## config.mk

```make
export PLATFORM = sky130hd
export DESIGN_NAME = stopwatch_ctl_flat
export DESIGN_NICKNAME = d
export VERILOG_FILES = /design/src/rtl/stopwatch_pkg.sv /design/src/rtl/stopwatch_ctl_if.sv /design/src/rtl/stopwatch_ctl_btn_sampler.sv /design/src/rtl/stopwatch_ctl.sv /design/src/flat_wrapper.sv
export SDC_FILE = /design/constraint.sdc
export NUM_CORES = 1
export LEC_CHECK = 0
export CAP_MARGIN = 20
export CORE_ASPECT_RATIO = 0.7
export CORE_MARGIN = 1
export CORE_UTILIZATION = 49
export CTS_BUF_LIST = sky130_fd_sc_hd__clkbuf_2 sky130_fd_sc_hd__clkbuf_4 sky130_fd_sc_hd__clkbuf_8
export DETAILED_ROUTE_END_ITERATION = 16
export GPL_ROUTABILITY_DRIVEN = 0
export PLACE_DENSITY = 0.66
export SYNTH_ARGS = -nofsm -noshare
export SYNTH_HDL_FRONTEND = slang
export SYNTH_HIERARCHICAL = 1
export SYNTH_SLANG_ARGS = --single-unit
```

## constraint.sdc

```tcl
create_clock -name clk100MHz -period 3.2 [get_ports clk100MHz]
set_input_delay 0.48 -clock clk100MHz [delete_from_list [all_inputs] [get_ports clk100MHz]]
set_output_delay 0.48 -clock clk100MHz [all_outputs]
set_load 0.05 [all_outputs]
```

## src/rtl/stopwatch_pkg.sv

```systemverilog
// Shared types and helpers for the stopwatch control block: state encoding,
// button indices and the divider arithmetic used to size the prescalers.
package stopwatch_pkg;

    typedef enum logic [1:0] {
        IDLE    = 2'd0,
        RUN     = 2'd1,
        SPLIT   = 2'd2,
        STOPPED = 2'd3
    } sw_state_t;

    // Bit positions of the buttons inside the press vector
    localparam int BTN_START = 0;
    localparam int BTN_STOP  = 1;
    localparam int BTN_MID   = 2;
    localparam int NUM_BTN   = 3;

    localparam int DEF_CLK_HZ    = 100_000_000;
    localparam int DEF_CNT_HZ    = 100;
    localparam int DEF_SAMPLE_HZ = 1000;

    // Clock cycles per event of the given rate
    function automatic int div_ratio(input int clk_hz, input int rate_hz);
        return clk_hz / rate_hz;
    endfunction

    // Counter width able to hold 0..div-1 (never narrower than one bit)
    function automatic int div_width(input int div);
        return (div > 1) ? $clog2(div) : 1;
    endfunction

endpackage

```

## src/rtl/stopwatch_ctl_if.sv

```systemverilog
// Front-panel buttons in, counter/display strobes out. The controller takes
// the slave view; the panel/counter side (or a bench) takes the master view.
interface stopwatch_ctl_if;
    logic start;
    logic stop;
    logic midstop;
    logic cnt_en;
    logic cnt_clr;
    logic disp_hold;
    logic running;

    modport master (
        output start, stop, midstop,
        input  cnt_en, cnt_clr, disp_hold, running
    );

    modport slave (
        input  start, stop, midstop,
        output cnt_en, cnt_clr, disp_hold, running
    );
endinterface

```

## src/rtl/stopwatch_ctl_btn_sampler.sv

```systemverilog
// One button channel: 2-FF synchronizer, a flop that only updates on the
// shared sample tick (this is the debounce), and a one-cycle press pulse
// when two consecutive samples go 0 -> 1.
module btn_sampler (
    input  logic clk,
    input  logic srst,
    input  logic sample_tick,
    input  logic btn_raw,
    output logic press
);
    logic sync1_reg;
    logic sync2_reg;
    logic sampled_reg;
    logic press_reg;

    // Bring the asynchronous button into the clock domain
    always_ff @(posedge clk) begin
        if (srst) begin
            sync1_reg <= 1'b0;
            sync2_reg <= 1'b0;
        end else begin
            sync1_reg <= btn_raw;
            sync2_reg <= sync1_reg;
        end
    end

    // Sample at the slow tick and flag a rising sampled level
    always_ff @(posedge clk) begin
        if (srst) begin
            sampled_reg <= 1'b0;
            press_reg   <= 1'b0;
        end else begin
            press_reg <= sample_tick && sync2_reg && !sampled_reg;
            if (sample_tick) begin
                sampled_reg <= sync2_reg;
            end
        end
    end

    assign press = press_reg;

endmodule

```

## src/rtl/stopwatch_ctl.sv

```systemverilog
// Stopwatch control: debounced buttons drive an IDLE/RUN/SPLIT/STOPPED FSM
// which gates a count-rate prescaler and produces count, clear and
// display-hold strobes for the BCD counter and 7-segment driver.
module stopwatch_ctl
    import stopwatch_pkg::*;
#(
    parameter int CLK_HZ    = DEF_CLK_HZ,
    parameter int CNT_HZ    = DEF_CNT_HZ,
    parameter int SAMPLE_HZ = DEF_SAMPLE_HZ
) (
    input  logic           clk100MHz,
    input  logic           rst,
    stopwatch_ctl_if.slave bus
);
    localparam int CNT_DIV    = div_ratio(CLK_HZ, CNT_HZ);
    localparam int SAMPLE_DIV = div_ratio(CLK_HZ, SAMPLE_HZ);
    localparam int CNT_W      = div_width(CNT_DIV);
    localparam int SAMPLE_W   = div_width(SAMPLE_DIV);
    localparam logic [CNT_W-1:0]    CNT_LAST    = CNT_W'(CNT_DIV - 1);
    localparam logic [SAMPLE_W-1:0] SAMPLE_LAST = SAMPLE_W'(SAMPLE_DIV - 1);

    logic [SAMPLE_W-1:0] sample_cnt_reg;
    logic                sample_tick;
    logic [NUM_BTN-1:0]  btn_raw;
    logic [NUM_BTN-1:0]  press;

    sw_state_t  state_reg;
    sw_state_t  state_next;
    logic       do_start;
    logic       do_stop;
    logic       do_mid;
    logic       cnt_clr_next;
    logic       disp_hold_next;
    logic       running_next;
    logic       run_from_idle;
    logic       cnt_clr_reg;
    logic       disp_hold_reg;
    logic       running_reg;

    logic [CNT_W-1:0] cnt_div_reg;
    logic             cnt_en_reg;
    logic             counting;

    // Shared sample prescaler; tick marks its terminal count
    always_ff @(posedge clk100MHz) begin
        if (rst) begin
            sample_cnt_reg <= '0;
        end else if (sample_tick) begin
            sample_cnt_reg <= '0;
        end else begin
            sample_cnt_reg <= sample_cnt_reg + SAMPLE_W'(1);
        end
    end

    assign sample_tick = (sample_cnt_reg == SAMPLE_LAST);

    assign btn_raw[BTN_START] = bus.start;
    assign btn_raw[BTN_STOP]  = bus.stop;
    assign btn_raw[BTN_MID]   = bus.midstop;

    generate
        for (genvar gi = 0; gi < NUM_BTN; gi++) begin : g_btn
            btn_sampler u_sampler (
                .clk         (clk100MHz),
                .srst        (rst),
                .sample_tick (sample_tick),
                .btn_raw     (btn_raw[gi]),
                .press       (press[gi])
            );
        end
    endgenerate

    // Only the highest-priority press of a cycle is acted on
    assign do_stop  = press[BTN_STOP];
    assign do_mid   = press[BTN_MID]   && !press[BTN_STOP];
    assign do_start = press[BTN_START] && !press[BTN_STOP] && !press[BTN_MID];

    // State register with the registered FSM outputs
    always_ff @(posedge clk100MHz) begin
        if (rst) begin
            state_reg     <= IDLE;
            cnt_clr_reg   <= 1'b0;
            disp_hold_reg <= 1'b0;
            running_reg   <= 1'b0;
        end else begin
            state_reg     <= state_next;
            cnt_clr_reg   <= cnt_clr_next;
            disp_hold_reg <= disp_hold_next;
            running_reg   <= running_next;
        end
    end

    // Next-state decode from the arbitrated press
    always_comb begin
        state_next = state_reg;
        case (state_reg)
            IDLE: begin
                if (do_start) state_next = RUN;
            end
            RUN: begin
                if (do_stop)     state_next = STOPPED;
                else if (do_mid) state_next = SPLIT;
            end
            SPLIT: begin
                if (do_stop)       state_next = STOPPED;
                else if (do_start) state_next = RUN;
            end
            STOPPED: begin
                if (do_stop)       state_next = IDLE;
                else if (do_start) state_next = RUN;
            end
            default: state_next = IDLE;
        endcase
    end

    // Output decode; levels follow the state being entered so they change on the same edge
    always_comb begin
        cnt_clr_next   = do_stop && ((state_reg == IDLE) || (state_reg == STOPPED));
        disp_hold_next = (state_next == SPLIT);
        running_next   = (state_next == RUN) || (state_next == SPLIT);
        run_from_idle  = (state_reg == IDLE) && (state_next == RUN);
    end

    assign counting = (state_reg == RUN) || (state_reg == SPLIT);

    // Count-rate prescaler: runs in RUN/SPLIT, holds in STOPPED, restarts on clear or fresh start
    always_ff @(posedge clk100MHz) begin
        if (rst) begin
            cnt_div_reg <= '0;
            cnt_en_reg  <= 1'b0;
        end else begin
            cnt_en_reg <= counting && (cnt_div_reg == CNT_LAST);
            if (cnt_clr_next || run_from_idle) begin
                cnt_div_reg <= '0;
            end else if (counting) begin
                cnt_div_reg <= (cnt_div_reg == CNT_LAST) ? '0 : cnt_div_reg + CNT_W'(1);
            end
        end
    end

    assign bus.cnt_en    = cnt_en_reg;
    assign bus.cnt_clr   = cnt_clr_reg;
    assign bus.disp_hold = disp_hold_reg;
    assign bus.running   = running_reg;

endmodule

```

## src/flat_wrapper.sv

```systemverilog
// flat-port wrapper written by rule: the top's interface ports become plain ports
module stopwatch_ctl_flat import stopwatch_pkg::*;
#(
    parameter int CLK_HZ    = DEF_CLK_HZ,
    parameter int CNT_HZ    = DEF_CNT_HZ,
    parameter int SAMPLE_HZ = DEF_SAMPLE_HZ
)
  (clk100MHz, rst, bus_start, bus_stop, bus_midstop, bus_cnt_en, bus_cnt_clr, bus_disp_hold, bus_running);
  stopwatch_ctl_if bus_i ();
  input  logic clk100MHz;
  input  logic rst;
  input wire logic [$bits(bus_i.start)-1:0] bus_start;
  input wire logic [$bits(bus_i.stop)-1:0] bus_stop;
  input wire logic [$bits(bus_i.midstop)-1:0] bus_midstop;
  output wire logic [$bits(bus_i.cnt_en)-1:0] bus_cnt_en;
  output wire logic [$bits(bus_i.cnt_clr)-1:0] bus_cnt_clr;
  output wire logic [$bits(bus_i.disp_hold)-1:0] bus_disp_hold;
  output wire logic [$bits(bus_i.running)-1:0] bus_running;
  assign bus_i.start = bus_start;
  assign bus_i.stop = bus_stop;
  assign bus_i.midstop = bus_midstop;
  assign bus_cnt_en = bus_i.cnt_en;
  assign bus_cnt_clr = bus_i.cnt_clr;
  assign bus_disp_hold = bus_i.disp_hold;
  assign bus_running = bus_i.running;
  stopwatch_ctl #(.CLK_HZ(CLK_HZ), .CNT_HZ(CNT_HZ), .SAMPLE_HZ(SAMPLE_HZ)) u_core (.clk100MHz(clk100MHz), .rst(rst), .bus(bus_i));
endmodule
```

==> results of run 1 <==
critical path, stage by stage, from the launching register on:
cell	delay [ps]
sky130_fd_sc_hd__dfxtp_1	410
sky130_fd_sc_hd__inv_1	120
sky130_fd_sc_hd__ha_1	250
sky130_fd_sc_hd__nand2b_1	160
sky130_fd_sc_hd__a21o_1	170
sky130_fd_sc_hd__a222oi_1	400
sky130_fd_sc_hd__inv_1	80
sky130_fd_sc_hd__ha_1	200
sky130_fd_sc_hd__a221oi_1	340
sky130_fd_sc_hd__o31ai_2	140
sky130_fd_sc_hd__buf_4	200
sky130_fd_sc_hd__a21oi_1	120
metal layers:
metal	global-route usage	share of wire	up-vias
li1	-	-	990
met2	0.2600	0.37	35
met3	0.03963	0.043	2
met1	0.2894	0.58	884
met4	0.03981	0.0046	0
met5	0	0	-
worst paths after layout:
kind	to	slack (ps)	cells after the start
hold / removal	u_core/g_btn[0].u_sampler/sync2_reg$_SDFF_PP0_	460	1
hold reg to reg	u_core/g_btn[0].u_sampler/sync2_reg$_SDFF_PP0_	460	1
setup / recovery	u_core/cnt_div_reg[16]$_SDFFE_PP0P_	530	11
setup reg to reg	u_core/cnt_div_reg[16]$_SDFFE_PP0P_	530	11
placed cells by master (no fill, tap or decap), types with 4 or more instances in the layout:
master,netlist,layout
sky130_fd_sc_hd__xor2_1,13,13
sky130_fd_sc_hd__a21oi_1,12,12
sky130_fd_sc_hd__nand3_1,10,10
sky130_fd_sc_hd__inv_1,14,14
sky130_fd_sc_hd__or4_1,4,4
sky130_fd_sc_hd__nor4_1,7,7
sky130_fd_sc_hd__clkdlybuf4s50_1,0,8
sky130_fd_sc_hd__xnor2_1,11,11
sky130_fd_sc_hd__nand2_1,13,13
sky130_fd_sc_hd__and2b_2,6,6
sky130_fd_sc_hd__nor2_1,38,38
sky130_fd_sc_hd__buf_4,1,4
sky130_fd_sc_hd__mux2i_1,4,4
sky130_fd_sc_hd__dfxtp_1,55,55
sky130_fd_sc_hd__or3_1,4,4
sky130_fd_sc_hd__o21ai_0,6,6
sky130_fd_sc_hd__nand4_1,18,18
sky130_fd_sc_hd__and4_1,4,4
sky130_fd_sc_hd__clkbuf_8,0,5
sky130_fd_sc_hd__ha_1,8,8
cell type report:
class | count | area (µm²) | share of cell area
multi-input combinational | 195 | 1303 | 0.4732
sequential | 55 | 1101 | 0.4000
timing repair buffer | 12 | 110.1 | 0.04000
tap | 69 | 86.33 | 0.03136
clock buffer | 5 | 68.82 | 0.02500
inverter | 14 | 52.55 | 0.01909
clock inverter | 3 | 31.28 | 0.01136
cells by family (layout without fill, tap and decap cells):
| group | Yosys count | in the layout | synth area share |
|---|---|---|---|
| fa+ha+maj | 8 | 8 | 0.04004 |
| compound gates | 31 | 31 | 0.08410 |
| xor+xnor | 24 | 24 | 0.08408 |
| flops | 55 | 55 | 0.4404 |
| simple gates | 128 | 128 | 0.2948 |
| mux | 4 | 4 | 0.01602 |
| buf+inv | 23 | 34 | 0.04054 |
stage by stage:
stage	utilization	cells	worst slack, ps
final	0.5694	353	532.4
after global routing	0.5694	353	318.7
after CTS	0.5694	353	508.2
after detailed placement	0.5487	345	604.3
after global placement	0.5487	345	679.9
after floorplan	-	273	881.1
cells in the mapped netlist, types with 3 or more instances:
cell	n	share of area
sky130_fd_sc_hd__or4_1	4	0.012
sky130_fd_sc_hd__or3_1	4	0.010
sky130_fd_sc_hd__nand3_1	10	0.020
sky130_fd_sc_hd__and4bb_2	3	0.015
sky130_fd_sc_hd__inv_1	14	0.021
sky130_fd_sc_hd__and2b_2	6	0.021
sky130_fd_sc_hd__mux2i_1	4	0.016
sky130_fd_sc_hd__o31ai_1	4	0.012
sky130_fd_sc_hd__and4_1	4	0.014
sky130_fd_sc_hd__a21oi_1	12	0.024
sky130_fd_sc_hd__nor2_1	38	0.057
sky130_fd_sc_hd__buf_2	3	0.0060
sky130_fd_sc_hd__and2_1	3	0.0075
sky130_fd_sc_hd__xor2_1	13	0.046
sky130_fd_sc_hd__ha_1	8	0.040
sky130_fd_sc_hd__and3_1	3	0.0075
sky130_fd_sc_hd__nor4_1	7	0.018
sky130_fd_sc_hd__clkbuf_1	4	0.0060
sky130_fd_sc_hd__xnor2_1	11	0.039
sky130_fd_sc_hd__dfxtp_1	55	0.44
sky130_fd_sc_hd__o21ai_0	6	0.012
sky130_fd_sc_hd__nand4_1	18	0.045
sky130_fd_sc_hd__nand2_1	13	0.020
power groups by stage:
stage | Combinational (mW) | Clock, mW | Sequential [mW]
finish | 0.0323 | 0.412 | 0.699
global route | 0.0369 | 0.452 | 0.700
CTS | 0.0325 | 0.428 | 0.698
detailed placement | 0.0325 | 0 | 0.714
global placement | 0.0323 | 0 | 0.714
floorplan | 0.0206 | 0 | 0.712
==> insert_results.sql, run 1 <==
INSERT INTO impl_metrics (metric_group, metric, value, unit) VALUES
('outcome', 'status', 'finished, final reports clean', ''),
('power_and_ir_drop', 'clkPwrFrac', '0.361', ''),
('global_route', 'grt_max_degree', '21', ''),
('power_and_ir_drop', 'power.share.sequential', '0.611', ''),
('final_layout', 'final_area', '0.002753', 'mm²'),
('synth', 'synth-edff-count', '0', ''),
('power_and_ir_drop', 'power_density_normalized_to_cell_area', '415.4', 'mW/mm²'),
('global_route', 'grt_pass1_vias', '1622', ''),
('synth', 'synth_fp_nets', '286', ''),
('worst_setup_path', 'worstSetupEndpointType', 'register', ''),
('detailed_routing', 'detail_route.first_pass.iterations', '4', ''),
('timing', 'worst_hold_slack', '460.3', 'ps'),
('synth', 'yosys.cell_types.count', '45', ''),
('global_route', 'grt_first_pass_wirelength', '7.679', 'mm'),
('power_and_ir_drop', 'pwr-share-comb', '0.028', ''),
('worst_setup_path', 'timing.critical_path.arrival', '2910', 'ps'),
('timing', 'grt_setup_unrepaired', 'false', ''),
('final_layout', 'final_net_count', '296', ''),
('detailed_routing', 'remaining_number_of_nets_flagged_by_the_antenna_check_after_routing', '0', ''),
('clocking', 'cts_hold_repair.buffers', '0', ''),
('floorplanning', 'row_count', '21', ''),
('timing', 'finalMaxSlewViolations', '0', ''),
('final_layout', 'layout.filler_cells', '459', ''),
('floorplanning', 'chipWidth', '87.37', 'µm'),
('synth', 'synth-seq-area-share', '0.4404', ''),
('floorplanning', 'pin_count', '9', ''),
('timing', 'finalHoldViolations', '0', ''),
('synth', 'syn_inst', '273', ''),
('timing', 'clock-skew-final', '10.21', 'ps'),
('worst_setup_path', 'critical_path.startpoint', 'u_core/state_reg[1]$_SDFF_PP0_', ''),
('worst_setup_path', 'worstReg2RegStart', 'u_core/state_reg[1]$_SDFF_PP0_', ''),
('synth', 'synth_warnings', '6', ''),
('final_layout', 'layout-drive-gt1-share', '0.09507', ''),
('clocking', 'insertion_delay', '310', 'ps'),
('placement', 'detailed_place.area', '0.002653', 'mm²'),
('power_and_ir_drop', 'net-switching-power', '270.4', 'µW'),
('detailed_routing', 'drt-initial-drc-count', '174', ''),
('placement', 'portBuffers', '8', ''),
('timing', 'final.period_utilization', '0.8336', ''),
('final_layout', 'largest_reg_flops', '20', ''),
('timing', 'period_needed', '2668', 'ps'),
('synth', 'synth-async-reset-ratio', '0', ''),
('clocking', 'cts_resized', '0', ''),
('power_and_ir_drop', 'power.internal', '873.0', 'µW'),
('timing', 'finalSetupViolations', '0', ''),
('synth', 'syn-cell-area', '0.002500', 'mm²'),
('power_and_ir_drop', 'power.leakage', '0.9218', 'nW'),
('timing', 'timing.setup.tns', '0', 'ps'),
('global_route', 'grt.overflow.total', '0', ''),
('clocking', 'htree_levels', '2', ''),
('clocking', 'clock-root-buffer', 'sky130_fd_sc_hd__clkbuf_8', ''),
('clocking', 'cts_made_buffers', '5', ''),
('worst_setup_path', 'worstSetupPathType', 'reg2reg', ''),
('detailed_routing', 'totalWireLength', '4.564', 'mm'),
('power_and_ir_drop', 'power.ir.vdd_worst', '0.2577', 'mV'),
('run', 'drv_cap', '0', ''),
('synth', 'postSynthRegisterBits', '55', ''),
('clocking', 'ctsLongestPathBuffers', '2', ''),
('power_and_ir_drop', 'power', '1.143', 'mW'),
('global_route', 'antenna_found_initial', '0', ''),
('synth', 'ys_dominant_reg_cell', 'sky130_fd_sc_hd__dfxtp_1', ''),
('floorplanning', 'core', '0.004835', 'mm²'),
('detailed_routing', 'post_drt_wl_per_cell', '12.93', 'µm'),
('timing', 'max_slew_margin', '0.5385', ''),
('worst_setup_path', 'cp_max_fo', '11', ''),
('clocking', 'tritoncts', 'built', ''),
('floorplanning', 'chipHeight', '61.76', 'µm'),
('hold_path', 'type_of_the_most_critical_hold_path', 'reg2reg', ''),
('placement', 'dp_hpwl', '3.303', 'mm'),
('global_route', 'global_route.usage.total', '0.1854', ''),
('timing', 'tightestPinTransition', '686.0', 'ps');
(Power assumes the default switching activity.)
==> inputs of run 2 (changes only) <==
clock period = 2.8 ns   (was 3.2 ns; I/O delays follow)
==> run 2 against run 1 <==
Sequential share of layout area fell by 0.69 points. Die area unchanged. Routed wire length grew 1.0%. Via count up 1.3%. Total power rose by 19%. First-iteration DRC count is 24% lower. Combinational power increased by 23%. Non-clock buffer count is 2 higher. Setup slack worse by 270 ps. Largest cell class unchanged. Largest power group unchanged.
==> insert_results.sql, run 2 (synthesized netlist as in run 1, its figures left out) <==
INSERT INTO impl_metrics (metric_group, metric, value, unit) VALUES
('floorplanning', 'pin_count', '9', ''),
('placement', 'dp_hpwl', '3.268', 'mm'),
('timing', 'grt_setup_unrepaired', 'false', ''),
('timing', 'finalMaxSlewViolations', '0', ''),
('final_layout', 'stdcell_count', '355', ''),
('timing', 'max_slew_margin', '0.5601', ''),
('timing', 'period_needed', '2538', 'ps'),
('global_route', 'grt.overflow.total', '0', ''),
('timing', 'minimum_setup_slack_in_the_final_design', '261.5', 'ps'),
('timing', 'clock-skew-final', '6.566', 'ps'),
('clocking', 'ctsLongestPathBuffers', '2', ''),
('timing', 'timing.setup.tns', '0', 'ps'),
('timing', 'finalSetupViolations', '0', ''),
('clocking', 'clk_pin_slew', '100', 'ps'),
('clocking', 'clock-root-buffer', 'sky130_fd_sc_hd__clkbuf_8', ''),
('floorplanning', 'chipHeight', '61.76', 'µm'),
('power_and_ir_drop', 'power.share.sequential', '0.584', ''),
('worst_setup_path', 'worst-endpoint-required', '3030', 'ps'),
('power_and_ir_drop', 'power.leakage', '0.9475', 'nW'),
('placement', 'portBuffers', '8', ''),
('clocking', 'tritoncts', 'built', ''),
('global_route', 'grt_max_degree', '21', ''),
('final_layout', 'finish.utilization', '0.5800', ''),
('global_route', 'antenna_found_initial', '0', ''),
('clocking', 'insertion_delay', '300', 'ps'),
('detailed_routing', 'remaining_number_of_nets_flagged_by_the_antenna_check_after_routing', '0', ''),
('detailed_routing', 'post_drt_wl_per_cell', '12.99', 'µm'),
('final_layout', 'inserted_diodes', '0', ''),
('power_and_ir_drop', 'net-switching-power', '285.8', 'µW'),
('power_and_ir_drop', 'power_density_normalized_to_cell_area', '487.3', 'mW/mm²'),
('global_route', 'grt_first_pass_wirelength', '7.838', 'mm'),
('hold_path', 'type_of_the_most_critical_hold_path', 'reg2reg', ''),
('worst_setup_path', 'critical_path.startpoint', 'u_core/state_reg[1]$_SDFF_PP0_', ''),
('floorplanning', 'core', '0.004835', 'mm²'),
('power_and_ir_drop', 'power.internal', '1.081', 'mW'),
('power_and_ir_drop', 'clkPwrFrac', '0.387', ''),
('power_and_ir_drop', 'power.ir.vdd_worst', '0.3055', 'mV'),
('clocking', 'cts_num_sinks', '55', ''),
('worst_setup_path', 'worstSetupEndpointType', 'register', ''),
('timing', 'finalHoldViolations', '0', ''),
('final_layout', 'layout.cells.most_common', 'sky130_fd_sc_hd__dfxtp_1', ''),
('placement', 'dp.cells', '347', ''),
('final_layout', 'area_growth', '12.16', '%'),
('final_layout', 'layout-drive-gt1-share', '0.1084', ''),
('worst_setup_path', 'setup.worst_path.start_class', 'register', ''),
('worst_setup_path', 'timing.critical_path.arrival', '2770', 'ps'),
('floorplanning', 'initial_utilization', '0.5171', ''),
('outcome', 'status', 'finished, final reports clean', ''),
('run', 'drv_cap', '0', ''),
('floorplanning', 'row_count', '21', ''),
('floorplanning', 'chipWidth', '87.37', 'µm'),
('global_route', 'global_route.usage.total', '0.1864', ''),
('clocking', 'htree_levels', '2', ''),
('final_layout', 'final_net_count', '298', ''),
('detailed_routing', 'drt-initial-drc-count', '132', ''),
('detailed_routing', 'vias_per_cell', '5.454', ''),
('final_layout', 'layout_common_cells', 'sky130_fd_sc_hd__dfxtp_1 (54), sky130_fd_sc_hd__nor2_1 (38), sky130_fd_sc_hd__nand4_1 (18), sky130_fd_sc_hd__inv_1 (14)', ''),
('detailed_routing', 'detail_route.first_pass.iterations', '4', ''),
('placement', 'pre_cts_slack', '203.3', 'ps'),
('timing', 'final.period_utilization', '0.9066', ''),
('worst_setup_path', 'worstReg2RegStart', 'u_core/state_reg[1]$_SDFF_PP0_', ''),
('worst_setup_path', 'worstSetupPathType', 'reg2reg', ''),
('floorplanning', 'die_area', '0.005396', 'mm²'),
('hold_path', 'hp-start', 'u_core/g_btn[2].u_sampler/sync1_reg$_SDFF_PP0_', ''),
('timing', 'tightestPinTransition', '653.9', 'ps'),
('detailed_routing', 'totalWireLength', '4.611', 'mm'),
('power_and_ir_drop', 'p_sw_frac', '0.2091', ''),
('timing', 'worst_hold_slack', '457.4', 'ps'),
('timing', 'fmax', '393.9', 'MHz'),
('global_route', 'grt_pass1_vias', '1692', ''),
('final_layout', 'largest_reg_flops', '20', ''),
('worst_setup_path', 'cp_max_fo', '20', ''),
('clocking', 'cts_made_buffers', '5', ''),
('detailed_routing', 'via_count', '1936', ''),
('clocking', 'cts_hold_repair.buffers', '0', ''),
('detailed_routing', 'drcViolationCount', '0', ''),
('clocking', 'post_cts_buffers', '0', ''),
('power_and_ir_drop', 'pwr-share-comb', '0.029', '');
## run 2: changes by cell type in the layout (fill, tap and decap cells not counted)
cell                        change
sky130_fd_sc_hd__a221oi_2       +1
sky130_fd_sc_hd__inv_8          -2
sky130_fd_sc_hd__inv_6          +1
sky130_fd_sc_hd__buf_4          +1
sky130_fd_sc_hd__dfxtp_2        +1
sky130_fd_sc_hd__a221oi_1       -1
sky130_fd_sc_hd__dfxtp_1        -1
sky130_fd_sc_hd__buf_12         +1
sky130_fd_sc_hd__bufinv_16      +1
## run 2: power groups by stage
stage / Combinational (mW) / Clock (mW) / Sequential [mW]
4_1_cts: 0.0398 / 0.546 / 0.798
5_1_grt: 0.0441 / 0.572 / 0.799
2_1_floorplan: 0.0236 / 0 / 0.813
3_3_place_gp: 0.0394 / 0 / 0.816
6_report: 0.0398 / 0.529 / 0.798
3_5_place_dp: 0.0399 / 0 / 0.816
## run 2: worst paths after layout
| path | end | slack [ps] | depth (start not counted) |
|---|---|---|---|
| worst max register to register | u_core/cnt_div_reg[18]$_SDFFE_PP0P_ | 260 | 11 |
| worst max-delay path | u_core/cnt_div_reg[18]$_SDFFE_PP0P_ | 260 | 11 |
| worst min-delay path | u_core/g_btn[2].u_sampler/sync2_reg$_SDFF_PP0_ | 460 | 1 |
| worst min register to register | u_core/g_btn[2].u_sampler/sync2_reg$_SDFF_PP0_ | 460 | 1 |
## run 2: area by class of cell
| class | count | area [µm²] |
|---|---|---|
| well taps | 69 | 86.33 |
| fillers | 442 | 2031 |
| flip-flops and latches | 55 | 1102 |
| multi-input cells | 195 | 1309 |
| inverters | 14 | 52.55 |
| repair buffers | 14 | 137.6 |
| clock buffers | 5 | 68.82 |
| clock inverters | 3 | 47.55 |
## run 2: per-stage QoR
stage | total power, mW | instance area (µm²)
global placement | 0.8557 | 2680
detailed placement | 0.8556 | 2680
finish | 1.366 | 2804
global route | 1.415 | 2804
CTS | 1.384 | 2796
floorplan | 0.8368 | 2500
## run 2: metal layers
metal	global-route usage	up-vias	share of wire
met5	0	-	0
met4	0.04215	0	0.0074
met3	0.03963	5	0.060
met2	0.2612	47	0.38
met1	0.2903	888	0.55
li1	-	996	-
## run 2: repair_timing
item | 4_1_cts | 5_1_grt
setup endpoints to repair | 0 | 18
gates resized for setup | 0 | 2
endpoints found under the hold margin | 0 | 0
## run 2: worst max-delay path, stage by stage, from the launching register on
cell and delay, ps:
sky130_fd_sc_hd__dfxtp_1 400, sky130_fd_sc_hd__inv_1 110, sky130_fd_sc_hd__ha_1 260, sky130_fd_sc_hd__nand2b_1 170
sky130_fd_sc_hd__a21o_1 180, sky130_fd_sc_hd__a222oi_1 360, sky130_fd_sc_hd__inv_1 90, sky130_fd_sc_hd__ha_1 220
sky130_fd_sc_hd__a221oi_2 250, sky130_fd_sc_hd__o31ai_2 120, sky130_fd_sc_hd__buf_12 170, sky130_fd_sc_hd__a21oi_1 130
